<file path="config.mk">
export PLATFORM = sky130hd
export DESIGN_NAME = add_arbiter_flat
export DESIGN_NICKNAME = d
export VERILOG_FILES = /design/src/rtl/add_arbiter_if.sv /design/src/rtl/add_arbiter.sv /design/src/flat_wrapper.sv
export SDC_FILE = /design/constraint.sdc
export NUM_CORES = 1
export LEC_CHECK = 0
export ABC_CLOCK_PERIOD_IN_PS = 14200
export CORE_MARGIN = 2
export CORE_UTILIZATION = 45
export DETAILED_ROUTE_END_ITERATION = 12
export HOLD_SLACK_MARGIN = 0.08
export PLACE_DENSITY = 0.9
export SLEW_MARGIN = 20
export SYNTH_ARGS = -nofsm -noshare
export SYNTH_HDL_FRONTEND = slang
export SYNTH_SLANG_ARGS = --single-unit
export TNS_END_PERCENT = 30
</file>
<file path="constraint.sdc">
create_clock -name clock -period 14.2 [get_ports clock]
set_clock_uncertainty 0.1 [all_clocks]
set_input_delay 4.26 -clock clock [delete_from_list [all_inputs] [get_ports clock]]
set_output_delay 4.26 -clock clock [all_outputs]
set_load 0.005 [all_outputs]
</file>
<file path="src/rtl/add_arbiter_if.sv">
// Request/response bundle between NREQ producers and the shared-adder arbiter.
interface add_arbiter_if #(
    parameter int XLEN = 32,
    parameter int NREQ = 4
);
    localparam int IDW = $clog2(NREQ);

    logic [NREQ-1:0]      req_valid;
    logic [NREQ-1:0]      req_ready;
    logic [NREQ*XLEN-1:0] req_data0;
    logic [NREQ*XLEN-1:0] req_data1;
    logic [NREQ-1:0]      req_op;
    logic                 resp_valid;
    logic                 resp_ready;
    logic [IDW-1:0]       resp_id;
    logic [XLEN-1:0]      resp_result;

    modport master (
        output req_valid, req_data0, req_data1, req_op, resp_ready,
        input  req_ready, resp_valid, resp_id, resp_result
    );

    modport slave (
        input  req_valid, req_data0, req_data1, req_op, resp_ready,
        output req_ready, resp_valid, resp_id, resp_result
    );
endinterface

</file>
<file path="src/rtl/add_arbiter.sv">
// Round-robin arbiter sharing one combinational add/sub unit among NREQ
// requesters, returning a registered, id-tagged response.
module add #(
    parameter int XLEN = 32
) (
    input  logic [XLEN-1:0] data0,
    input  logic [XLEN-1:0] data1,
    input  logic            op,
    output logic [XLEN-1:0] result
);
    always_comb result = op ? (data0 - data1) : (data0 + data1);
endmodule

module add_arbiter #(
    parameter int XLEN = 32,
    parameter int NREQ = 4
) (
    input logic         clock,
    input logic         reset,
    add_arbiter_if.slave bus
);
    localparam int IDW = $clog2(NREQ);

    logic [IDW-1:0]  ptr;
    logic [IDW-1:0]  grant_id;
    logic [IDW-1:0]  ptr_next;
    logic [IDW:0]    idx;
    logic            found;
    logic            slot_free;
    logic            grant;
    logic [XLEN-1:0] op_a;
    logic [XLEN-1:0] op_b;
    logic            op_sel;
    logic [XLEN-1:0] sum;

    // Search from ptr upward; the extra idx bit lets the wrap be an explicit
    // subtract of NREQ so non-power-of-two counts work.
    always_comb begin
        found    = 1'b0;
        grant_id = '0;
        idx      = '0;
        for (int unsigned k = 0; k < NREQ; k++) begin
            idx = {1'b0, ptr} + (IDW+1)'(k);
            if (idx >= (IDW+1)'(NREQ))
                idx = idx - (IDW+1)'(NREQ);
            if (!found && bus.req_valid[idx[IDW-1:0]]) begin
                found    = 1'b1;
                grant_id = idx[IDW-1:0];
            end
        end
    end

    assign slot_free = !bus.resp_valid || bus.resp_ready;
    assign grant     = found && slot_free;
    assign ptr_next  = (grant_id == IDW'(NREQ - 1)) ? '0 : grant_id + IDW'(1);

    always_comb begin
        bus.req_ready = '0;
        if (grant)
            bus.req_ready[grant_id] = 1'b1;
    end

    assign op_a   = bus.req_data0[grant_id*XLEN +: XLEN];
    assign op_b   = bus.req_data1[grant_id*XLEN +: XLEN];
    assign op_sel = bus.req_op[grant_id];

    add #(.XLEN(XLEN)) u_add (
        .data0  (op_a),
        .data1  (op_b),
        .op     (op_sel),
        .result (sum)
    );

    always_ff @(posedge clock or posedge reset) begin
        if (reset) begin
            bus.resp_valid  <= 1'b0;
            bus.resp_id     <= '0;
            bus.resp_result <= '0;
            ptr             <= '0;
        end else if (grant) begin
            bus.resp_valid  <= 1'b1;
            bus.resp_id     <= grant_id;
            bus.resp_result <= sum;
            ptr             <= ptr_next;
        end else if (bus.resp_valid && bus.resp_ready) begin
            bus.resp_valid  <= 1'b0;
        end
    end
endmodule

</file>
<file path="src/flat_wrapper.sv">
// flat-port wrapper written by rule: the top's interface ports become plain ports
module add_arbiter_flat 
#(
    parameter int XLEN = 32,
    parameter int NREQ = 4
)
  (clock, reset, bus_req_valid, bus_req_data0, bus_req_data1, bus_req_op, bus_resp_ready, bus_req_ready, bus_resp_valid, bus_resp_id, bus_resp_result);
  add_arbiter_if #(.XLEN(XLEN), .NREQ(NREQ)) bus_i ();
  input logic clock;
  input logic reset;
  input wire logic [$bits(bus_i.req_valid)-1:0] bus_req_valid;
  input wire logic [$bits(bus_i.req_data0)-1:0] bus_req_data0;
  input wire logic [$bits(bus_i.req_data1)-1:0] bus_req_data1;
  input wire logic [$bits(bus_i.req_op)-1:0] bus_req_op;
  input wire logic [$bits(bus_i.resp_ready)-1:0] bus_resp_ready;
  output wire logic [$bits(bus_i.req_ready)-1:0] bus_req_ready;
  output wire logic [$bits(bus_i.resp_valid)-1:0] bus_resp_valid;
  output wire logic [$bits(bus_i.resp_id)-1:0] bus_resp_id;
  output wire logic [$bits(bus_i.resp_result)-1:0] bus_resp_result;
  assign bus_i.req_valid = bus_req_valid;
  assign bus_i.req_data0 = bus_req_data0;
  assign bus_i.req_data1 = bus_req_data1;
  assign bus_i.req_op = bus_req_op;
  assign bus_i.resp_ready = bus_resp_ready;
  assign bus_req_ready = bus_i.req_ready;
  assign bus_resp_valid = bus_i.resp_valid;
  assign bus_resp_id = bus_i.resp_id;
  assign bus_resp_result = bus_i.resp_result;
  add_arbiter #(.XLEN(XLEN), .NREQ(NREQ)) u_core (.clock(clock), .reset(reset), .bus(bus_i));
endmodule
</file>
# ---- Word level (Yosys, flattened, before mapping)
# Index checks and enable logic that the tools add are counted.
dict set report word_totals {
  reg_bits 37
  latchBits 0
  mem_bits_rw 0
  rom_bits 0
  in_bits 267
  out_inout_bits 39
  mem_count 0
}
dict set report op_classes {
  addsub 10
  mul 0
  n_div 0
  magnitude_cmp 10
  n_eq_ne 1
  shift 2
  muxes 29
  bitwise_logic 0
  n_reduce_logical 12
}
# cell count
set op_table {}
lappend op_table {{indexed part select 128 x 8 -> 32 bit} 2}
lappend op_table {{adder 32 bit} 1}
lappend op_table {{two-way mux 32 bit} 1}
lappend op_table {{subtractor 32 bit} 1}
lappend op_table {{two-way mux 2 bit} 9}
lappend op_table {{less-than comparator 2 x 3 -> 1 bit (second input constant)} 5}
lappend op_table {{two-way mux 1 bit} 12}
lappend op_table {{binary-select mux 1 bit (select 2 bit)} 5}
lappend op_table {{greater-or-equal comparator 3 bit (second input constant)} 3}
lappend op_table {{subtractor 2 x 1 -> 2 bit (second input constant)} 4}
lappend op_table {{adder 2 x 2 -> 3 bit (second input constant)} 2}
lappend op_table {{logical AND 1 bit} 6}
lappend op_table {{zero test 1 bit} 4}
lappend op_table {{two-way mux 4 bit} 1}
lappend op_table {{adder 2 x 1 -> 3 bit (second input constant)} 1}
lappend op_table {{greater-or-equal comparator 2 x 3 -> 1 bit (second input constant)} 1}
lappend op_table {{adder 2 x 1 -> 2 bit (second input constant)} 1}
lappend op_table {{demux 1 bit (select 2 bit)} 1}
lappend op_table {{equality test 2 bit (second input constant)} 1}
lappend op_table {{greater-or-equal comparator 2 x 1 -> 1 bit (second input constant)} 1}
lappend op_table {{nonzero test 2 bit} 1}
lappend op_table {{logical OR 1 bit} 1}

# ---- Longest topological paths before layout
dict set report logic_depth {
  ltp_word 19
  ltp_mapped 24
  depth_no_buf 23
}

# ---- Modules after synthesis
# Synthesis repeated with hierarchy kept, for this count alone.
dict set report unflattened {
  hier_cells 675
  hier_area_um2 6062.1
}
# module instances cells_each area_per_inst_um2 seq_area_each_um2
set by_module_without_submodules {}
lappend by_module_without_submodules {add_arbiter 1 319 3663.5 925.9}
lappend by_module_without_submodules {add 1 356 2398.6 0.0}

# ---- Least setup slack after synthesis
# No wires, ideal clock.
dict set report synth_timing {
  path_type {input to output}
  startpoint {input port bus_req_valid[0]}
  endpoint {output port bus_req_ready[3]}
  arrival_time_ns 6.293
  required_ns 9.840
  slack_ns 3.547
  cell_stages 9
  n_path_buf 4
  cell_sequence {nor2b_1 o21ba_1 nor2_1 buf_2 clkbuf_1 clkbuf_1 clkbuf_1 ha_1 and2_1}
}
dict set report synth_between {
  elab_chain_len 17
  elab_cells_between_ends 29
}
# element line
set synth_rtl {}
lappend synth_rtl {{start, declared} flat_wrapper.sv:11} ;# input wire logic [$bits(bus_i.req_valid)-1:0] bus_req_valid;
lappend synth_rtl {{binary-select mux 1 bit (select 2 bit)} add_arbiter.sv:46} ;# if (!found && bus.req_valid[idx[IDW-1:0]]) begin
lappend synth_rtl {{two-way mux 1 bit (not written as such)} add_arbiter.sv:46}
lappend synth_rtl {{two-way mux 1 bit} add_arbiter.sv:46}
lappend synth_rtl {{zero test 1 bit} add_arbiter.sv:46}
lappend synth_rtl {{logical AND 1 bit} add_arbiter.sv:46}
lappend synth_rtl {{two-way mux 1 bit} add_arbiter.sv:46}
lappend synth_rtl {{zero test 1 bit} add_arbiter.sv:46}
lappend synth_rtl {{logical AND 1 bit} add_arbiter.sv:46}
lappend synth_rtl {{(+2 left out)} n/a}
lappend synth_rtl {{logical AND 1 bit} add_arbiter.sv:46}
lappend synth_rtl {{two-way mux 2 bit *} add_arbiter.sv:46}
lappend synth_rtl {{via u_core.grant_id[1]} add_arbiter.sv:25} ;# logic [IDW-1:0] grant_id;
lappend synth_rtl {{less-than comparator 2 x 3 -> 1 bit (not written as such) / greater-or-equal comparator 2 x 1 -> 1 bit (equally long branches)} add_arbiter.sv:60} ;# bus.req_ready[grant_id] = 1'b1;
lappend synth_rtl {{logical AND 1 bit (not written as such)} add_arbiter.sv:60}
lappend synth_rtl {{two-way mux 1 bit (not written as such)} add_arbiter.sv:60}
lappend synth_rtl {{demux 1 bit (select 2 bit) *} n/a}
lappend synth_rtl {{two-way mux 4 bit *} add_arbiter.sv:59} ;# if (grant)
lappend synth_rtl {{end, declared} flat_wrapper.sv:16} ;# output wire logic [$bits(bus_i.req_ready)-1:0] bus_req_ready;
# Mark *: on every way through the listed nets, which the timed path passes. The rest lies on a longest branch. The select of a mux whose other input is x is not followed.

# ---- Final worst setup path
dict set report layout_timing {
  startpoint {input port bus_req_valid[2]}
  endpoint {output port bus_req_ready[1]}
}
dict set report layout_between {
  elab_chain_len 17
  elab_cells_between_ends 29
}
# element line
set layout_rtl {}
lappend layout_rtl {{binary-select mux 1 bit (select 2 bit)} add_arbiter.sv:46}
lappend layout_rtl {{two-way mux 1 bit (not written as such)} add_arbiter.sv:46}
lappend layout_rtl {{two-way mux 1 bit} add_arbiter.sv:46}
lappend layout_rtl {{zero test 1 bit} add_arbiter.sv:46}
lappend layout_rtl {{logical AND 1 bit} add_arbiter.sv:46}
lappend layout_rtl {{two-way mux 1 bit} add_arbiter.sv:46}
lappend layout_rtl {{zero test 1 bit} add_arbiter.sv:46}
lappend layout_rtl {{logical AND 1 bit} add_arbiter.sv:46}
lappend layout_rtl {{two-way mux 1 bit} add_arbiter.sv:46}
lappend layout_rtl {{zero test 1 bit} add_arbiter.sv:46}
lappend layout_rtl {{logical AND 1 bit} add_arbiter.sv:46}
lappend layout_rtl {{two-way mux 2 bit} add_arbiter.sv:46}
lappend layout_rtl {{less-than comparator 2 x 3 -> 1 bit (not written as such) / greater-or-equal comparator 2 x 1 -> 1 bit (equally long branches)} add_arbiter.sv:60}
lappend layout_rtl {{logical AND 1 bit (not written as such)} add_arbiter.sv:60}
lappend layout_rtl {{two-way mux 1 bit (not written as such)} add_arbiter.sv:60}
lappend layout_rtl {{demux 1 bit (select 2 bit)} n/a}
lappend layout_rtl {{two-way mux 4 bit *} add_arbiter.sv:59}
# Every way passes the cells marked *; elsewhere a longest branch is shown, timed or not. The select of a mux whose other input is x is not followed.

==> results.tsv <==
metric	value	unit
routabilityCongestion	0.9368	
clk_latency	0.28	ns
end_kind	output pin	
timing.final.crit_share	80.96	%
cts-root-buf	clkbuf_16	
vias_per_cell	5.764	
synth_edf_count	0	
first_pass_iters	8	
synthTopCellsByArea	dfrtp_1 (16%), nand2_1 (15%), ha_1 (7.5%), nand3_1 (6.6%), o21ai_0 (5.8%)	
cp.arrival	7.14	ns
synth_fp_nets	1214	
insertedDiodeCount	0	
die_area	14200	µm²
syn_area_per_cell	6.560	µm²
clockBufferDepth	2	
wl	23210	µm
post_drt_wl_per_cell	17.17	µm
grt_overflow	0	
grt_pass1_wl	36070	µm
grt_pass1_vias	7217	
drv_cap	0	
yosysTopAreaCellShare	15.51	%
drc_errors	0	
core-area	13090	µm²
antenna_found_initial	0	
drtIter0Drc	627	
ctsHoldBuffers	0	
die_h	119.2	µm
synth_top_family_by_area	simple AND/OR/NAND/NOR gates	
synthMuxAreaShare	1.886	%
clkTransAtPathRegs	0.05	ns
area_delta_synth_final	55.27	%
critical-path-slowest-cell	clkdlybuf4s50_1	
synthAdderAreaFrac	7.881	%
synth_simple_gate_area_share	35.42	%
cts_resized	0	
row_count	42	
yosysSeqAreaShare	15.51	%
max_stage_delay	0.53	ns
clock-sinks	37	
synth_xor_xnor_area_share	7.336	%
rsz0062_at_grt	no	
finalCriticalPeriod	11.50	ns
power	2.583	mW
synth_seq_cells	37	
grt_use_total	31.36	%
critPathMaxFanout	27	
netlist_area	5969	µm²
synthFlopType	dfrtp_1	
path_cells	clkdlybuf4s50_1 > nor2b_1 > a211oi_4 > buf_6 > nor2_4 > inv_2 > ha_1 > and2_1 > clkdlybuf4s50_1	
synth_compound_area_share	26.64	%
hold_violations	0	
cts_tree	built	
finalNetCount	1479	
port_buffers	305	
required	9.84	ns
slew-limit-headroom	47.60	%
path_common_cell	clkdlybuf4s50_1	
yosysUniqueCellTypes	65	
pin_count	306	
synth_top_cell_by_area	dfrtp_1	
num_vias	7793	
synthCells	910	
yosys_warnings	0	
async_reset_ff_share	100.0	%
hold_class	flip-flop to flip-flop	
worstMarginPinSlew	0.7795	ns
outcome	finished, final reports clean	
cts_setup_buffers	0	
cts_buffers	5	
ant_nets	0	
yosysMostFrequentCell	nand2_1	
die_x	119.2	µm
setup-violations-final	0	
p_per_area	278.6	nW/µm²
dpl.hpwl	18400	µm
drive_gt1_share	4.167	%
cp-start-kind	primary input	
drv_slew	0	
cts-htree-levels	2	
ys_top_cells_by_count	nand2_1 (231), nand3_1 (79), o21ai_0 (69)	
grt_start_max_net_pins	75	
crit_type	primary input to output pin	
floorplan.initialDensity	45.62	%
finalSetupTns	0	ns
timing.fmax	0.08699	GHz
irDropWorstVdd	0.1457	mV
p_leak	3.991	nW
==> critical path: cells and delay by family <==
kind	cells	cell delay (ns)
compound gates	1	0.10
simple gates	3	0.98
fa+ha+maj	1	0.29
buf+inv	4	1.48
==> path summary, 6_finish.rpt <==
check	start	to	slack [ns]	depth (start not counted)
worst max-delay path	bus_req_valid[2]	bus_req_ready[1]	2.70	9
worst min-delay path	u_core.bus.resp_id[0]	u_core.bus.resp_id[0]	0.37	2
worst max register to register	u_core.ptr[0]	u_core.bus.resp_result[31]	7.19	24
worst min register to register	u_core.bus.resp_id[0]	u_core.bus.resp_id[0]	0.37	2
max in group asynchronous	reset	u_core.bus.resp_result[23]	9.39	3
min in group asynchronous	reset	u_core.bus.resp_result[6]	4.28	3
==> layout make-up <==
type	instances	area, µm²
Inverter	20	75.07
Timing Repair Buffer	316	3139
Sequential cell	37	925.9
Fill cell	1116	3816
Clock buffer	6	128.9
Clock inverter	2	10.01
Multi-Input combinational cell	795	4770
Tap cell	176	220.2
==> metrics by stage <==
step | worst slack [ns] | utilization, % | instance area (µm²) | std cells | hold slack [ns]
5_1_grt | 2.533 | 70.84 | 9269 | 1352 | 0.3984
3_3_place_gp | 2.527 | 69.59 | 9106 | 1343 | 0.3598
6_report | 2.704 | 70.84 | 9269 | 1352 | 0.3712
2_1_floorplan | 3.547 | - | 5969 | 910 | 0.3628
3_5_place_dp | 2.429 | 69.59 | 9106 | 1343 | 0.3638
4_1_cts | 2.420 | 70.65 | 9245 | 1351 | 0.3770
==> state kept, by name (all words and copies together) (netlist names) <==
name	flops
u_core.ptr	2
u_core.bus.resp_id	2
u_core.bus.resp_valid	1
u_core.bus.resp_result	32
==> per-layer routing <==
metal  share of wire (%)  track usage [%]
met4                 3.2            10.86
met2                  47            52.41
met5                   0                0
met1                  42            41.62
met3                 7.4            3.975
==> power breakdown <==
group          switching [mW]  leakage (nW)  total, mW  internal [mW]
combinational            1.31          3.48       2.27          0.964
sequential             0.0337         0.445      0.202          0.168
clock                  0.0412        0.0706      0.106         0.0644
==> layout by cell type, fill, tap and decap left out, types with 3 or more instances in the layout <==
| cell type | instances |
|---|---|
| a22oi_1 | 3 |
| a21o_1 | 11 |
| nor3_1 | 12 |
| clkbuf_16 | 5 |
| and4_1 | 4 |
| inv_1 | 18 |
| nor2b_1 | 5 |
| nand2_1 | 231 |
| and2_1 | 9 |
| nor3b_1 | 4 |
| o21ai_0 | 69 |
| o21a_1 | 7 |
| ha_1 | 36 |
| o31ai_1 | 7 |
| clkdlybuf4s50_1 | 305 |
| and3_1 | 51 |
| nand2b_1 | 7 |
| a21oi_1 | 39 |
| nand3_1 | 79 |
| xor2_1 | 34 |
| a31o_2 | 12 |
| a31oi_1 | 43 |
| xnor2_1 | 16 |
| nand4_1 | 6 |
| or3_1 | 3 |
| nor2_1 | 26 |
| a222oi_1 | 3 |
| o21bai_1 | 5 |
| o211ai_1 | 4 |
| dfrtp_1 | 37 |
| mux2i_1 | 9 |
| a211o_1 | 5 |
| a211oi_1 | 15 |
| buf_4 | 10 |
==> logic make-up (layout without fill, tap and decap cells) <==
| family | Yosys count | after routing |
|---|---|---|
| AO/OA/AOI/OAI | 247 | 247 |
| XOR/XNOR | 50 | 50 |
| flip-flops | 37 | 37 |
| adder cells (fa/ha/maj) | 37 | 37 |
| buffers and inverters | 78 | 344 |
| AND/OR/NAND/NOR | 450 | 450 |
| multiplexers | 11 | 11 |
(Power assumes the default switching activity.)
